--- src/rtl/branch_redirect_ctrl.sv ---
// EX-stage control-flow sequencer: computes branch/JAL targets, issues the PC
// redirect and link write, then holds the front-end flush for FLUSH_CYCLES.
module branch_redirect_ctrl #(
  parameter int FLUSH_CYCLES = 2,
  parameter int CNT_W        = 16
) (
  input  logic             clk,
  input  logic             reset,
  input  logic             ex_valid,
  input  logic             ex_is_branch,
  input  logic             ex_is_jal,
  input  logic             ex_cond,
  input  logic             stall,
  input  logic [31:0]      ex_pc,
  input  logic [31:0]      imm_in,
  output logic             jal_sel,
  output logic             redirect,
  output logic [31:0]      target,
  output logic             link_we,
  output logic [31:0]      link_addr,
  output logic             flush,
  output logic             busy,
  output logic             misalign,
  output logic [CNT_W-1:0] taken_cnt
);

  localparam logic [0:0] IDLE  = 1'b0;
  localparam logic [0:0] FLUSH = 1'b1;

  logic [0:0]  state;
  logic [2:0]  flush_cnt;
  logic [31:0] sum;
  logic        take;
  logic        aligned;

  // The immediate generator needs the select in the same cycle, so no state term.
  assign jal_sel = ex_is_jal;

  assign sum     = ex_pc + imm_in;
  assign aligned = (sum[1:0] == 2'b00);
  // JAL overrides the branch condition when both decode bits are set.
  assign take    = ex_valid & ~stall & (state == IDLE) &
                   (ex_is_jal | (ex_is_branch & ex_cond));

  assign flush = (state == FLUSH);
  assign busy  = (state == FLUSH);

  // NOTE: sequential state uses non-blocking assignments so every register
  // samples the pre-edge values, independent of statement order.
  always_ff @(posedge clk or posedge reset) begin
    if (reset) begin
      state     <= IDLE;
      flush_cnt <= 3'd0;
      redirect  <= 1'b0;
      link_we   <= 1'b0;
      misalign  <= 1'b0;
      target    <= 32'd0;
      link_addr <= 32'd0;
      taken_cnt <= '0;
    end else begin
      redirect <= 1'b0;
      link_we  <= 1'b0;
      misalign <= 1'b0;
      case (state)
        IDLE: begin
          if (take) begin
            if (aligned) begin
              target    <= sum;
              redirect  <= 1'b1;
              flush_cnt <= 3'(FLUSH_CYCLES);
              taken_cnt <= taken_cnt + CNT_W'(1);
              state     <= FLUSH;
              if (ex_is_jal) begin
                link_addr <= ex_pc + 32'd4;
                link_we   <= 1'b1;
              end
            end else begin
              misalign <= 1'b1;
            end
          end
        end
        FLUSH: begin
          // Wrong-path EX requests are ignored; stall does not pause the count.
          if (flush_cnt == 3'd1) begin
            flush_cnt <= 3'd0;
            state     <= IDLE;
          end else begin
            flush_cnt <= flush_cnt - 3'd1;
          end
        end
        default: state <= IDLE;
      endcase
    end
  end

endmodule

--- config.mk ---
export PLATFORM = sky130hd
export DESIGN_NAME = branch_redirect_ctrl
export DESIGN_NICKNAME = d
export VERILOG_FILES = /design/src/rtl/branch_redirect_ctrl.sv
export SDC_FILE = /design/constraint.sdc
export NUM_CORES = 1
export LEC_CHECK = 0
export BUFFER_PORTS_ARGS = -buffer_cell sky130_fd_sc_hd__clkbuf_2
export CAP_MARGIN = 40
export CORE_MARGIN = 5
export CORE_UTILIZATION = 53
export DETAILED_ROUTE_END_ITERATION = 8
export PLACE_DENSITY = 0.81
export SETUP_SLACK_MARGIN = 0.4
export SLEW_MARGIN = 10
export SYNTH_ARGS = -nofsm -noshare
export SYNTH_HDL_FRONTEND = slang
export SYNTH_SLANG_ARGS = --single-unit
--- constraint.sdc ---
create_clock -name clk -period 3.04 [get_ports clk]
set_input_delay 0.608 -clock clk [delete_from_list [all_inputs] [get_ports clk]]
set_output_delay 0.608 -clock clk [all_outputs]
set_load 0.03 [all_outputs]
==> flow_summary.toml <==
[yosys]
synth_common_cells = "117 x nand2_1, 87 x dfrtp_1, 64 x o21ai_0, 41 x xnor2_1, 35 x ha_1"
syn_avg_cell_area_um2 = 8.80
synth_xor_xnor_area_share = 0.116
yosys_most_used_dff = "dfrtp_1"
synthMostInstantiatedCell = "nand2_1"
synth_top_family_by_area = "compound AO/OA/AOI/OAI gates"
synth-compound-area-share = 0.180
ys_async_sr_fraction = 1.00
syn_nets = 731
synthMuxAreaShare = 0.00387
yosysSeqAreaShare = 0.396
synth-simple-area-share = 0.180
synth_top_area_share = 0.396
syn_inst = 624
ys_warn_count = 0
synth_cell_types = 54
synth_area_mm2 = 0.00549
synth_fa_ha_area_frac = 0.0834
yosys.area.top_type = "dfrtp_1"
ys_ff_latch = 87
synthTopCellsByArea = "dfrtp_1 40%, nand2_1 8.0%, ha_1 8.0%"
synth_edf_count = 0

[floorplanning]
ioPinCount = 157
rows = 37
die_h_um = 112
start_util = 0.537
chipWidth_um = 112
die_area_mm2 = 0.0125
coreArea_mm2 = 0.0102

[sta]
timing.setup.tns_ns = 0
max-slew-margin-rel = 0.676
fin_crit_ns = 2.53
tightest_slew_ns = 0.482
finalCritPeriodShare = 0.834
hold_violations = 0
finClkSkew_ns = 0.00997
report.final.slew_viol_count = 0
setup_viol = 0
fmax_ghz = 0.395
rsz0062_at_grt = "false"

[routing]
drt_iter0_drc = 339
dr.pass1.iters = 5
wire_per_inst_um = 15.6
viasPerCell = 5.49
postRouteAntennaNets = 0
drc_errors = 0
wirelength_mm = 14.3
routed-via-count = 5033

[grt]
grt_pass1_vias = 5069
grt_max_degree = 63
grt_pass1_wl_mm = 23.8
grt_overflow = 0
grt_usage = 0.230
antenna_found_initial = 0

[cells_and_area]
fin_nets = 884
design_area_mm2 = 0.00665
instances_no_fill = 917
fillers = 874
drive_above_1_share = 0.261
syn_to_final_growth_pct = 21.0
diodes = 0

[clock_tree]
cts.path.max_buffers = 2
clk_pin_slew_worst_paths_ns = 0.08
h-tree-depth = 3
cts_tree = "built"
insertion_delay_ns = 0.37
root_buffer = "clkbuf_8"
cts-buffers-inserted = 9
cts_sinks = 87

[placement]
placed_cells = 902
dp_hpwl_mm = 11.2
dpl_cell_area_mm2 = 0.00645
place_congestion = 0.888
io_buffers = 156

[worst_setup_path]
end_kind = "flop"
cp_cell_sequence = "clkbuf_2 -> ha_4 -> fa_1 -> a21oi_2 -> o21ai_1 -> a21oi_1 -> buf_4 -> nor2_1 -> a21boi_0 -> o221ai_1 -> xnor2_1 -> o21ai_0"
start_kind = "input port"
ff2ff_path_depth = 8
slowest_delay_ns = 0.44
crit_fanout = 3
crit_start = "ex_pc[0]"
r2r_end = "taken_cnt[15]"
critPathKind = "input port to flop"
worstPathArrival_ns = 2.77
critPathRequiredTime_ns = 3.28
crit_slowest_cell = "fa_1"
crit_path_end = "target[12]"
rr_startpoint = "busy"
r2r_slack_ns = 0.97

[min_path]
hold_class = "input port to asynchronous set/reset pin"

[status]
outcome = "finished, final reports clean"

[power]
ir_drop_mv = 0.427
p_per_area_mw_per_mm2 = 741
power_leakage_nw = 3.30

[job]
drv_cap = 0
critical path, delay by kind of cell:
family	cells	cell delay (ns)
AO/OA/AOI/OAI	6	1.08
XOR/XNOR	1	0.18
adder cells (fa/ha/maj)	2	0.61
buffers and inverters	2	0.26
AND/OR/NAND/NOR	1	0.03
layout make-up:
type	instances	area, um2	share of cell area
Multi-Input combinational cell	488	3130	0.471
Inverter	23	90.1	0.0136
Tap cell	136	170	0.0256
Sequential cell	87	2180	0.328
Clock buffer	10	128	0.0192
Clock inverter	5	57.6	0.00866
Timing Repair Buffer	168	896	0.135
routing by layer:
layer | vias up | track usage | share of wire
li1 | 2479 | - | -
met1 | 2352 | 0.301 | 0.44
met2 | 178 | 0.382 | 0.47
met3 | 24 | 0.0484 | 0.066
met4 | 0 | 0.0746 | 0.019
met5 | - | 0 | 0
metrics by stage:
stage                     hold slack [ns]  total power, mW  utilization  setup slack (ns)
after floorplan                     0.466             3.41            -             0.427
after global placement              0.454             4.08        0.631             0.212
after detailed placement            0.465             4.16        0.631            0.0936
after CTS                           0.187             4.97        0.649             0.453
after global routing                0.193             5.26        0.650             0.411
final                               0.188             4.93        0.650             0.505
timing repair:
action | CTS | global route
gates resized for setup | 0 | 2
buffers inserted | 0 | 0
hold buffers | 0 | 0
setup endpoints to repair | 0 | 4
cells in the final DEF (no fill, tap or decap), types with 5 or more instances in the layout:
cell type,instances
clkbuf_2,156
nand2_1,117
dfrtp_1,87
o21ai_0,64
xnor2_1,41
ha_1,34
xor2_1,32
a21oi_1,31
nor2_1,31
nand3_1,22
inv_1,21
nand4_1,18
o21ai_1,10
buf_4,10
and3_1,9
clkbuf_8,9
a21o_1,5
sequential cells by signal (all words and copies together) (netlist names):
register   count
link_we        1
busy           1
redirect       1
misalign       1
flush_cnt      3
link_addr     32
taken_cnt     16
target        32
worst min-delay path by stage:
stage | slack, ns | end | start | cells past startpoint
finish | 0.19 | link_addr[6] | reset | 2
floorplan | 0.47 | flush_cnt[0] | flush_cnt[0] | 1
CTS | 0.19 | link_addr[7] | reset | 2
global placement | 0.45 | taken_cnt[15] | taken_cnt[15] | 1
detailed placement | 0.47 | taken_cnt[15] | taken_cnt[15] | 1
global route | 0.19 | link_addr[6] | reset | 2
where the power goes:
part | switching (mW) | internal (mW) | leakage, nW | total [mW]
sequential | 0.264 | 1.58 | 1.12 | 1.84
combinational | 1.59 | 0.687 | 2.08 | 2.28
clock | 0.426 | 0.378 | 0.0965 | 0.803
total | 2.28 | 2.64 | 3.30 | 4.93
cell families (layout without fill, tap and decap cells):
family / count (synthesis) / count (layout)
adder cells (fa/ha/maj): 36 / 36
flip-flops: 87 / 87
buffers and inverters: 49 / 206
multiplexers: 2 / 2
AND/OR/NAND/NOR: 221 / 221
XOR/XNOR: 73 / 73
AO/OA/AOI/OAI: 156 / 156
Power figures use the tool's default switching activity.
